## src/rtl/edge_detect_pkg.sv

```systemverilog
// Shared constants for the multi-channel edge detector: output mode encoding,
// parameter legality check and filter counter sizing.
package edge_detect_pkg;

    localparam logic [1:0] MODE_OFF  = 2'b00;
    localparam logic [1:0] MODE_RISE = 2'b01;
    localparam logic [1:0] MODE_FALL = 2'b10;
    localparam logic [1:0] MODE_BOTH = 2'b11;

    function automatic bit params_legal(input int ch, input int sync_stages,
                                        input int filt_len, input int cnt_w);
        return (ch >= 32'sd1) && (sync_stages >= 32'sd2) &&
               (filt_len >= 32'sd1) && (cnt_w >= 32'sd1);
    endfunction

    // A one-cycle filter never counts, but still needs a one-bit counter.
    function automatic int fcnt_width(input int filt_len);
        return (filt_len > 32'sd1) ? $clog2(filt_len) : 32'sd1;
    endfunction

endpackage

```

## src/rtl/edge_detect_ch.sv

```systemverilog
// One channel of the edge detector: synchroniser, persistence filter,
// enable-gated rise/fall pulses and a saturating event counter.
module edge_detect_ch
    import edge_detect_pkg::*;
#(
    parameter int SYNC_STAGES = 2,
    parameter int FILT_LEN    = 4,
    parameter int CNT_W       = 8
) (
    input  logic             sclk,
    input  logic             rst,
    input  logic             data_in,
    input  logic             ch_en,
    input  logic [1:0]       mode,
    input  logic             cnt_clr,
    output logic             rise_edge,
    output logic             fall_edge,
    output logic             edge_pulse,
    output logic             edge_nxt,
    output logic             level,
    output logic [CNT_W-1:0] evt_cnt
);

    localparam int               FCNT_W    = fcnt_width(FILT_LEN);
    localparam logic [FCNT_W-1:0] FCNT_LAST = FCNT_W'(FILT_LEN - 1);
    localparam logic [CNT_W-1:0]  CNT_MAX   = '1;

    logic [SYNC_STAGES-1:0] sync_r;
    logic [FCNT_W-1:0]      fcnt_r;
    logic                   level_r;
    logic                   rise_r;
    logic                   fall_r;
    logic                   edge_r;
    logic [CNT_W-1:0]       cnt_r;

    logic                   sync_out_s;
    logic                   update_s;
    logic                   rise_nxt_s;
    logic                   fall_nxt_s;
    logic                   edge_nxt_s;

    assign sync_out_s = sync_r[SYNC_STAGES-1];
    assign update_s   = (sync_out_s != level_r) && (fcnt_r == FCNT_LAST);

    // Metastability chain for the asynchronous raw input.
    always_ff @(posedge sclk or posedge rst) begin
        if (rst) begin
            sync_r <= '0;
        end else begin
            sync_r <= {sync_r[SYNC_STAGES-2:0], data_in};
        end
    end

    // New level must persist FILT_LEN consecutive cycles; any return restarts.
    always_ff @(posedge sclk or posedge rst) begin
        if (rst) begin
            fcnt_r  <= '0;
            level_r <= 1'b0;
        end else if (sync_out_s == level_r) begin
            fcnt_r  <= '0;
        end else if (update_s) begin
            level_r <= sync_out_s;
            fcnt_r  <= '0;
        end else begin
            fcnt_r  <= fcnt_r + FCNT_W'(1'b1);
        end
    end

    // Gate the level update into pulses and apply the mode selection.
    always_comb begin
        rise_nxt_s = update_s & sync_out_s & ch_en;
        fall_nxt_s = update_s & ~sync_out_s & ch_en;
        case (mode)
            MODE_OFF:  edge_nxt_s = 1'b0;
            MODE_RISE: edge_nxt_s = rise_nxt_s;
            MODE_FALL: edge_nxt_s = fall_nxt_s;
            MODE_BOTH: edge_nxt_s = rise_nxt_s | fall_nxt_s;
            default:   edge_nxt_s = 1'b0;
        endcase
    end

    // Pulses register in the same cycle as the level update.
    always_ff @(posedge sclk or posedge rst) begin
        if (rst) begin
            rise_r <= 1'b0;
            fall_r <= 1'b0;
            edge_r <= 1'b0;
        end else begin
            rise_r <= rise_nxt_s;
            fall_r <= fall_nxt_s;
            edge_r <= edge_nxt_s;
        end
    end

    // Event counter: clear has priority over a coincident pulse; no wrap.
    always_ff @(posedge sclk or posedge rst) begin
        if (rst) begin
            cnt_r <= '0;
        end else if (cnt_clr) begin
            cnt_r <= '0;
        end else if (edge_nxt_s && (cnt_r != CNT_MAX)) begin
            cnt_r <= cnt_r + CNT_W'(1'b1);
        end
    end

    assign rise_edge  = rise_r;
    assign fall_edge  = fall_r;
    assign edge_pulse = edge_r;
    assign edge_nxt   = edge_nxt_s;
    assign level      = level_r;
    assign evt_cnt    = cnt_r;

endmodule

```

## src/rtl/edge_detect_multi.sv

```systemverilog
// Multi-channel edge detector: CH independent channels plus a registered
// any-edge flag aligned with the per-channel edge pulses.
module edge_detect_multi
    import edge_detect_pkg::*;
#(
    parameter int CH          = 4,
    parameter int SYNC_STAGES = 2,
    parameter int FILT_LEN    = 4,
    parameter int CNT_W       = 8
) (
    input  logic                sclk,
    input  logic                rst,
    input  logic [CH-1:0]       i_data_in,
    input  logic [CH-1:0]       i_ch_en,
    input  logic [1:0]          i_mode,
    input  logic                i_cnt_clr,
    output logic [CH-1:0]       o_rise_edge,
    output logic [CH-1:0]       o_fall_edge,
    output logic [CH-1:0]       o_edge,
    output logic                o_edge_any,
    output logic [CH-1:0]       o_level,
    output logic [CH*CNT_W-1:0] o_evt_cnt
);

    logic [CH-1:0] edge_nxt_s;
    logic          edge_any_r;

    if (!params_legal(CH, SYNC_STAGES, FILT_LEN, CNT_W)) begin : g_param_check
        $error("edge_detect_multi: illegal parameter set");
    end

    for (genvar k = 0; k < CH; k++) begin : g_ch
        edge_detect_ch #(
            .SYNC_STAGES (SYNC_STAGES),
            .FILT_LEN    (FILT_LEN),
            .CNT_W       (CNT_W)
        ) u_ch (
            .sclk       (sclk),
            .rst        (rst),
            .data_in    (i_data_in[k]),
            .ch_en      (i_ch_en[k]),
            .mode       (i_mode),
            .cnt_clr    (i_cnt_clr),
            .rise_edge  (o_rise_edge[k]),
            .fall_edge  (o_fall_edge[k]),
            .edge_pulse (o_edge[k]),
            .edge_nxt   (edge_nxt_s[k]),
            .level      (o_level[k]),
            .evt_cnt    (o_evt_cnt[k*CNT_W +: CNT_W])
        );
    end

    // OR of the next-cycle edges so the flag lines up with the o_edge register.
    always_ff @(posedge sclk or posedge rst) begin
        if (rst) begin
            edge_any_r <= 1'b0;
        end else begin
            edge_any_r <= |edge_nxt_s;
        end
    end

    assign o_edge_any = edge_any_r;

endmodule

```

## config.mk

```make
export PLATFORM = sky130hd
export DESIGN_NAME = edge_detect_multi
export DESIGN_NICKNAME = d
export VERILOG_FILES = /design/src/rtl/edge_detect_pkg.sv /design/src/rtl/edge_detect_ch.sv /design/src/rtl/edge_detect_multi.sv
export SDC_FILE = /design/constraint.sdc
export NUM_CORES = 1
export LEC_CHECK = 0
export CORE_ASPECT_RATIO = 0.6
export CORE_UTILIZATION = 34
export CTS_BUF_LIST = sky130_fd_sc_hd__clkbuf_4 sky130_fd_sc_hd__clkbuf_8
export CTS_CLUSTER_DIAMETER = 80
export DETAILED_ROUTE_END_ITERATION = 6
export GPL_ROUTABILITY_DRIVEN = 0
export GPL_TIMING_DRIVEN = 0
export PLACE_DENSITY = 0.62
export SYNTH_ARGS = -nofsm -noshare
export SYNTH_HDL_FRONTEND = slang
export SYNTH_HIERARCHICAL = 1
export SYNTH_SLANG_ARGS = --single-unit
```

## constraint.sdc

```tcl
create_clock -name sclk -period 4.2 [get_ports sclk]
set_input_delay 0.84 -clock sclk [delete_from_list [all_inputs] [get_ports sclk]]
set_output_delay 0.84 -clock sclk [all_outputs]
set_load 0.02 [all_outputs]
```

==> summary.md, run 1 <==
| Metric | Value |
|---|---|
| Num Clock Sinks | `65` |
| Proportion of layout cells with a drive suffix above 1 | `9.77%` |
| Clock period minus worst slack | `2.40 ns` |
| Total of warnings raised by yosys | `6` |
| Maximum fanout along the worst path | `10` |
| Detailed placement HPWL | `4710 um` |
| Number of cells traversed by the worst hold path | `0` |
| Overall routing resource usage | `15.9%` |
| Met2 routing resource usage after global routing | `21.7%` |
| Worst r2r path cells | `6` |
| Maximum frequency from static timing analysis | `416 MHz` |
| Vias in the first global route | `2058` |
| Initial drt markers | `114` |
| Mean instance size in the synthesized netlist | `11.0 um^2` |
| Proportion of power drawn by combinational gates | `17.0%` |
| Beginning of the worst hold path | `g_ch[2].u_ch/sync_r[0]$_DFF_PP0_` |
| CP Cell Sequence | `clkdlybuf4s50_1 > nand3b_1 > a21o_1 > buf_6 > nor4_2 > mux2_1` |
| Largest net degree at the start of global routing | `17` |
| Critical path required time | `4.43 ns` |
| Netlist area before placement | `0.00300 mm^2` |
| Drt pass-1 iters | `4` |
| Routing usage on met3 | `7.05%` |
| Final net count | `364` |
| Yosys cell types | `33` |
| Drt total wl | `6660 um` |
| Die width | `123 um` |
| Number of diodes added for antenna fixing | `0` |
| Ratio of routed vias to standard cells | `5.12` |
| Number of antenna violations at the first check in global routing | `0` |
| Final Hold Vio Count | `0` |
| Synthesized instance count | `272` |
| Remaining max-slew budget at the tightest pin | `53.7%` |
| Total CTS buffers | `9` |
| Switching part of the total power | `27.6%` |
| End of the worst register-to-register path | `o_edge_any$_DFF_PP0_` |
| Final hold slack | `0.350 ns` |
| Layout-stage area growth over the synthesis result | `30.7%` |
| Remaining number of nets flagged by the antenna check after routing | `0` |
| Count of port buffers added during placement | `60` |
| Post-CTS Hold Fix Bufs | `0` |
| Delay of the slowest critical-path stage | `0.65 ns` |
| Summed area of non-filler cells in the final layout | `0.00393 mm^2` |
| Met1 demand-to-capacity share in global routing | `22.2%` |
| Sum of negative setup slack | `0 ns` |
| Setup violation total in the final timing report | `0` |
| Internal power summed over all cells | `1080 uW` |
| Post-CTS Setup Repair Bufs | `0` |
| Net count after synthesis | `293` |
| Number of maximum-capacitance constraint violations | `0` |
| Post-synthesis sequential area ratio | `54.1%` |
| Leak | `0.00157 uW` |
| Pwr Density | `379 mW/mm^2` |
| Number of register bits inferred by synthesis | `65` |
| Largest delay share family, worst path | `buffers and inverters` |
| Worst VDD drop | `0.000169 V` |
| Worst Skew | `0.00650 ns` |
| Post-DP Area | `0.00374 mm^2` |
| Count of instances resized after the clock tree is built | `0` |
| Outcome | `complete, no violations` |
| Max Transition Viols Final | `0` |
| Core area | `0.00852 mm^2` |
| Class of the tightest hold or removal check | `reg -> reg` |
| First-pass GRT wire length | `10600 um` |
| H-Tree Depth | `3` |
| Final cycle utilization of the critical path | `57.2%` |
| Die ar. | `0.00923 mm^2` |
| Reg2reg setup slack | `2.39 ns` |
| CTS tree | `done` |
| Clock slew at reported path FFs | `0.07 ns` |
| Part of the power in registers | `49.9%` |
| Remaining routing DRC violations | `0` |
| Worst Hold Path EP | `g_ch[2].u_ch/sync_r[1]$_DFF_PP0_` |
| Kind of launch point of the worst setup path | `input pin` |
| Worst path buffer plus inverter count | `2` |
| Least-Margin Pin Slew | `0.677 ns` |
| Setup repair after global routing missed its margin | `false` |
| Worst reg2reg path startpoint | `g_ch[2].u_ch/fcnt_r[0]$_DFF_PP0_` |
| Clock Path Buffers | `2` |
| Total via count after detailed routing | `2357` |
| Remaining global-route overflow | `0` |
| Crit-path slowest cell | `sky130_fd_sc_hd__clkdlybuf4s50_1` |
| CP Data Arrival Time | `2.63 ns` |
| Floorplan die height | `74.8 um` |
| Site Rows | `26` |
| Starting Density | `35.2%` |
| Net Sw Power | `411 uW` |
| Clk Tree Root Cell | `sky130_fd_sc_hd__clkbuf_8` |
| Category of the worst setup path capture point | `register` |
| Peak-usage layer in the global routing report | `met1` |
| Clk Latency, worst-skew pair | `0.35 ns` |
| # IOs | `62` |
| End-of-flow core utilization | `46.1%` |
| Type of the worst setup path | `in -> reg` |
| Post-DR wirelength/cell | `14.5 um` |
| Clock power share | `33.1%` |
-- synth_stat cells --
library cell                instances  share of area, %
sky130_fd_sc_hd__nor4b_1            3              0.87
sky130_fd_sc_hd__ha_1               8               3.3
sky130_fd_sc_hd__nor2_2             3              0.62
sky130_fd_sc_hd__o41ai_1            5               1.5
sky130_fd_sc_hd__o31ai_1            9               2.2
sky130_fd_sc_hd__nor4_2             3               1.2
sky130_fd_sc_hd__dfrtp_1           65                54
sky130_fd_sc_hd__buf_2              1              0.17
sky130_fd_sc_hd__o21ba_2            1              0.33
sky130_fd_sc_hd__clkbuf_1           1              0.12
sky130_fd_sc_hd__nor3b_1            8               2.0
sky130_fd_sc_hd__mux2_2             7               2.6
sky130_fd_sc_hd__a21oi_1           22               3.7
sky130_fd_sc_hd__buf_1              4              0.50
sky130_fd_sc_hd__or3_1              8               1.7
sky130_fd_sc_hd__nand3b_1           8               2.0
sky130_fd_sc_hd__buf_6              3               1.1
sky130_fd_sc_hd__or4_1             10               2.5
sky130_fd_sc_hd__nor2b_1           14               2.9
sky130_fd_sc_hd__nand3_1           13               2.2
sky130_fd_sc_hd__xnor2_1            4               1.2
sky130_fd_sc_hd__nor2_1            11               1.4
sky130_fd_sc_hd__or4b_1             1              0.33
sky130_fd_sc_hd__a21o_1             4               1.0
sky130_fd_sc_hd__or3b_1             4               1.2
sky130_fd_sc_hd__o21ai_0            8               1.3
sky130_fd_sc_hd__nor3_1             4              0.67
sky130_fd_sc_hd__a2111oi_0          4               1.2
sky130_fd_sc_hd__nand4_1            4              0.83
sky130_fd_sc_hd__mux2_1             3               1.1
sky130_fd_sc_hd__inv_1             13               1.6
sky130_fd_sc_hd__a211oi_1           4               1.0
sky130_fd_sc_hd__nand2_1           12               1.5
-- area by class of cell --
type | instances | area [um^2]
clock inverter | 3 | 15.0
tap | 112 | 140
timing repair buffer | 60 | 601
fill | 816 | 4600
sequential | 65 | 1630
inverter | 13 | 48.8
multi-input combinational | 185 | 1270
buffer | 9 | 57.6
clock buffer | 13 | 166
-- cell families (layout without fill, tap and decap cells) --
logic type,after synthesis,count (layout),synth area share [%]
AND/OR/NAND/NOR,106,106,21.9
flip-flops,65,65,54.1
buffers and inverters,22,98,3.54
multiplexers,10,10,3.75
adder cells (fa/ha/maj),8,8,3.33
AO/OA/AOI/OAI,57,57,12.2
XOR/XNOR,4,4,1.17
-- per-layer routing --
layer / share of wire, % / routed length (um)
met5: 0 / 0
met4: 1.2 / 80
met3: 6.0 / 402
met2: 43 / 2830
met1: 50 / 3340
-- placed cells by master, fill, tap and decap left out, types with 5 or more instances in the layout --
cell,n
sky130_fd_sc_hd__dfrtp_1,65
sky130_fd_sc_hd__clkdlybuf4s50_1,60
sky130_fd_sc_hd__a21oi_1,22
sky130_fd_sc_hd__nor2b_1,14
sky130_fd_sc_hd__inv_1,13
sky130_fd_sc_hd__nand3_1,13
sky130_fd_sc_hd__nand2_1,12
sky130_fd_sc_hd__clkbuf_8,11
sky130_fd_sc_hd__nor2_1,11
sky130_fd_sc_hd__or4_1,10
sky130_fd_sc_hd__o31ai_1,9
sky130_fd_sc_hd__nand3b_1,8
sky130_fd_sc_hd__o21ai_0,8
sky130_fd_sc_hd__or3_1,8
sky130_fd_sc_hd__nor3b_1,8
sky130_fd_sc_hd__ha_1,8
sky130_fd_sc_hd__mux2_2,7
sky130_fd_sc_hd__o41ai_1,5
-- power by group through the flow --
stage                     Sequential [uW]  Clock [uW]  Combinational (uW)
final                                 742         492                 253
after global routing                  751         544                 283
after CTS                             742         513                 259
after detailed placement              753           0                 258
after global placement                751           0                 251
after floorplan                       774           0                 133
-- metrics by stage --
step | setup WS [ns] | std cells | power (uW)
6_report | 1.80 | 460 | 1490
5_1_grt | 1.72 | 460 | 1580
4_1_cts | 1.81 | 460 | 1510
3_5_place_dp | 1.43 | 444 | 1010
3_3_place_gp | 1.42 | 444 | 1000
2_1_floorplan | 2.22 | 272 | 907
-- state kept, by name, summed over array words and instances, names as in the netlist --
register	flops
o_edge_any	1
g_ch.u_ch/rise_edge	4
g_ch.u_ch/edge_pulse	4
g_ch.u_ch/sync_r	8
g_ch.u_ch/evt_cnt	32
g_ch.u_ch/fall_edge	4
g_ch.u_ch/level	4
g_ch.u_ch/fcnt_r	8
-- worst max path at each step --
stage / startpoint / cells past startpoint / slack (ns) / endpoint
finish: i_mode[0] / 6 / 1.80 / g_ch[0].u_ch/evt_cnt[5]$_DFFE_PP0P_
global route: i_mode[1] / 6 / 1.72 / g_ch[0].u_ch/evt_cnt[5]$_DFFE_PP0P_
CTS: i_mode[0] / 6 / 1.81 / g_ch[0].u_ch/evt_cnt[5]$_DFFE_PP0P_
detailed placement: i_mode[0] / 6 / 1.43 / g_ch[0].u_ch/evt_cnt[5]$_DFFE_PP0P_
global placement: i_mode[1] / 6 / 1.42 / g_ch[3].u_ch/evt_cnt[5]$_DFFE_PP0P_
floorplan: i_mode[1] / 5 / 2.22 / g_ch[0].u_ch/evt_cnt[5]$_DFFE_PP0P_
No activity file was read; power rests on OpenSTA's default activity.
==> inputs of run 2 (changes only) <==
==> constraint.sdc (replaced) <==
create_clock -name sclk -period 2.3 [get_ports sclk]
set_input_delay 0.46 -clock sclk [delete_from_list [all_inputs] [get_ports sclk]]
set_output_delay 0.46 -clock sclk [all_outputs]
set_load 0.02 [all_outputs]
==> results of run 2 <==
The final DEF is identical to that of run 1. Status: complete, no violations.
Main changes from that run: setup slack after placement 1.43 ns -> -0.0858 ns; setup slack after layout 1.80 ns -> 0.278 ns; register-to-register setup slack 2.39 ns -> 0.49 ns; total power 1490 uW -> 2720 uW; worst IR drop on VDD 0.000169 V -> 0.000309 V
==> inputs of run 3 (changes only) <==
--- a/config.mk
+++ b/config.mk
@@ -6,6 +6,7 @@
 export NUM_CORES = 1
 export LEC_CHECK = 0
 export CORE_ASPECT_RATIO = 0.6
+export CORE_MARGIN = 2
 export CORE_UTILIZATION = 34
 export CTS_BUF_LIST = sky130_fd_sc_hd__clkbuf_4 sky130_fd_sc_hd__clkbuf_8
 export CTS_CLUSTER_DIAMETER = 80
==> run 3 against run 2 <==
  * Sequential power is essentially flat
  * Total power decreased by 0.53%
  * Maximum frequency grew 0.32%
  * Sequential cell count is the same
  * Core utilization decreased by 0.26 points
  * Combinational power barely moved
  * Sequential share of layout area up 0.079 points
  * Critical path depth unchanged
  * Critical path type unchanged
  * Highest routed layer unchanged
==> summary.md, run 3 (synthesis results as in run 1) <==
| Metric | Value |
|---|---|
| Outcome | `complete, no violations` |
| Remaining max-slew budget at the tightest pin | `58.0% (+4.3 points)` |
| Core area | `0.00856 mm^2 (+0.38%)` |
| Crit-path slowest cell | `sky130_fd_sc_hd__clkdlybuf4s50_1` |
| Num Clock Sinks | `65 (unchanged)` |
| Worst VDD drop | `0.000314 V` |
| Layout-stage area growth over the synthesis result | `30.4%` |
| Remaining global-route overflow | `0 (unchanged)` |
| Final cycle utilization of the critical path | `87.6%` |
| Type of the worst setup path | `in -> reg` |
| CP Cell Sequence | `clkdlybuf4s50_1 > nand3b_1 > a21o_1 > buf_6 > nor4_2 > mux2_1` |
| Clk Latency, worst-skew pair | `0.34 ns (about the same)` |
| Worst reg2reg path startpoint | `g_ch[0].u_ch/fcnt_r[0]$_DFF_PP0_` |
| CP Data Arrival Time | `2.24 ns` |
| Summed area of non-filler cells in the final layout | `0.00392 mm^2 (-0.19%)` |
| Total CTS buffers | `9 (unchanged)` |
| Post-CTS Setup Repair Bufs | `0 (unchanged)` |
| Leak | `0.00156 uW (-0.45%)` |
| Worst Skew | `0.00831 ns (+0.00181 ns)` |
| Die width | `125 um (+1.6%)` |
| Remaining routing DRC violations | `0 (unchanged)` |
| Proportion of layout cells with a drive suffix above 1 | `9.25% (-0.52 points)` |
| Delay of the slowest critical-path stage | `0.62 ns (-0.03 ns)` |
| Remaining number of nets flagged by the antenna check after routing | `0 (unchanged)` |
| End of the worst register-to-register path | `g_ch[0].u_ch/evt_cnt[5]$_DFFE_PP0P_` |
| Overall routing resource usage | `14.9% (-1.0 points)` |
| Category of the worst setup path capture point | `register` |
| Pwr Density | `690 mW/mm^2` |
| Setup repair after global routing missed its margin | `false` |
| Number of cells traversed by the worst hold path | `0 (unchanged)` |
| Final Hold Vio Count | `0 (unchanged)` |
| Post-DR wirelength/cell | `14.8 um (+2.5%)` |
| Ratio of routed vias to standard cells | `5.17 (+0.91%)` |
| Number of antenna violations at the first check in global routing | `0 (unchanged)` |
| Critical path required time | `2.53 ns` |
| Post-DP Area | `0.00374 mm^2 (unchanged)` |
| Final hold slack | `0.348 ns (-0.00219 ns)` |
| Clock slew at reported path FFs | `0.07 ns (about the same)` |
| Site Rows | `26 (unchanged)` |
| Most used cells in the layout excluding fill and tap cells | `sky130_fd_sc_hd__dfrtp_1 (65), sky130_fd_sc_hd__clkdlybuf4s50_1 (60), sky130_fd_sc_hd__a21oi_1 (22), sky130_fd_sc_hd__nor2b_1 (14)` |
| Class of the tightest hold or removal check | `reg -> reg` |
| Setup violation total in the final timing report | `0 (unchanged)` |
| Initial drt markers | `153 (+34%)` |
| Max Transition Viols Final | `0 (unchanged)` |
| # IOs | `62 (unchanged)` |
| Area of the multi-input gates | `0.00127 mm^2 (unchanged)` |
| Filler Cell Count | `817 (+0.12%)` |
| Floorplan die height | `76.8 um (+2.7%)` |
| Maximum fanout along the worst path | `10 (unchanged)` |
| Drt total wl | `6800 um (+2.1%)` |
| Max FFs per register | `32 (unchanged)` |
| Final net count | `364 (unchanged)` |
| Clk Tree Root Cell | `sky130_fd_sc_hd__clkbuf_8` |
| Clock period minus worst slack | `2.02 ns` |
| Clock Path Buffers | `2 (unchanged)` |
| Total via count after detailed routing | `2368 (+0.47%)` |
| Most common library cell in the layout ignoring fill and taps | `sky130_fd_sc_hd__dfrtp_1` |
| Area occupied by registers | `0.00163 mm^2 (unchanged)` |
| Starting Density | `35.1% (-0.13 points)` |
| Number of maximum-capacitance constraint violations | `0 (unchanged)` |
| End-of-flow core utilization | `45.8% (-0.26 points)` |
| Count of port buffers added during placement | `60 (unchanged)` |
| Drt pass-1 iters | `4 (unchanged)` |
| First-pass GRT wire length | `11300 um (+6.2%)` |
| CTS tree | `done` |
| Die ar. | `0.00963 mm^2 (+4.3%)` |
| Count of instances resized after the clock tree is built | `0 (unchanged)` |
| Worst r2r path cells | `6 (unchanged)` |
| Kind of launch point of the worst setup path | `input pin` |
| Detailed placement HPWL | `4870 um (+3.4%)` |
| Beginning of the worst hold path | `g_ch[0].u_ch/sync_r[0]$_DFF_PP0_` |
| Finished Layout Cells | `458 (-0.43%)` |
| Least-Margin Pin Slew | `0.614 ns (-0.0633 ns)` |
| Largest net degree at the start of global routing | `17 (unchanged)` |
| Inst Count DP | `444 (unchanged)` |
| Worst Hold Path EP | `g_ch[0].u_ch/sync_r[1]$_DFF_PP0_` |
| Reg2reg setup slack | `0.48 ns` |
| Post-CTS Hold Fix Bufs | `0 (unchanged)` |
| Vias in the first global route | `2256 (+9.6%)` |
| H-Tree Depth | `3 (unchanged)` |
| Number of diodes added for antenna fixing | `0 (unchanged)` |
| Maximum frequency from static timing analysis | `496 MHz` |
| Sum of negative setup slack | `0 ns (unchanged)` |
run 3: cell count changes in the layout (fill, tap and decap cells not counted):
cell / change
sky130_fd_sc_hd__clkbuf_4: +1
sky130_fd_sc_hd__clkinv_2: -3
run 3: final cells by class:
| type | count | share of cell area [%] |
|---|---|---|
| Multi-Input combinational cell | 185 | 32.4 |
| Clock buffer | 14 | 4.44 |
| Buffer | 9 | 1.47 |
| Inverter | 13 | 1.25 |
| Tap cell | 112 | 3.58 |
| Sequential cell | 65 | 41.5 |
| Timing Repair Buffer | 60 | 15.3 |
run 3: per-layer routing:
layer	vias to the layer above	wire length, um	GRT usage, %
li1	1151	-	-
met1	1161	3410	21.6
met2	47	2960	20.9
met3	9	361	5.51
met4	0	63	4.00
met5	-	0	0
run 3: worst max-delay path, delay by kind of cell:
kind,cells,cell delay (ns)
AO/OA/AOI/OAI,1,0.24
buffers and inverters,2,0.77
multiplexers,1,0.35
AND/OR/NAND/NOR,2,0.42
run 3: worst max path at each step:
stage / startpoint / endpoint / slack (ns) / cells past startpoint
final: i_mode[1] / g_ch[0].u_ch/evt_cnt[5]$_DFFE_PP0P_ / 0.28 / 6
after global routing: i_mode[1] / g_ch[0].u_ch/evt_cnt[5]$_DFFE_PP0P_ / 0.17 / 6
after CTS: i_mode[1] / g_ch[0].u_ch/evt_cnt[5]$_DFFE_PP0P_ / 0.28 / 6
after detailed placement: i_mode[1] / g_ch[0].u_ch/evt_cnt[5]$_DFFE_PP0P_ / -0.09 / 6
after global placement: i_mode[1] / g_ch[1].u_ch/evt_cnt[5]$_DFFE_PP0P_ / -0.09 / 6
after floorplan: g_ch[0].u_ch/level$_DFFE_PP0P_ / g_ch[0].u_ch/evt_cnt[5]$_DFFE_PP0P_ / 0.57 / 5
run 3: power by group:
group	leakage, uW	switching (uW)	internal, uW	total, uW
Clock	0.0000929	405	475	880
Sequential	0.000872	105	1250	1360
Combinational	0.000598	218	245	462
run 3: stage by stage:
| step | power (uW) | setup WS, ns |
|---|---|---|
| 2_1_floorplan | 1660 | 0.571 |
| 3_3_place_gp | 1830 | -0.0853 |
| 3_5_place_dp | 1850 | -0.0933 |
| 4_1_cts | 2760 | 0.282 |
| 5_1_grt | 2850 | 0.165 |
| 6_report | 2700 | 0.284 |
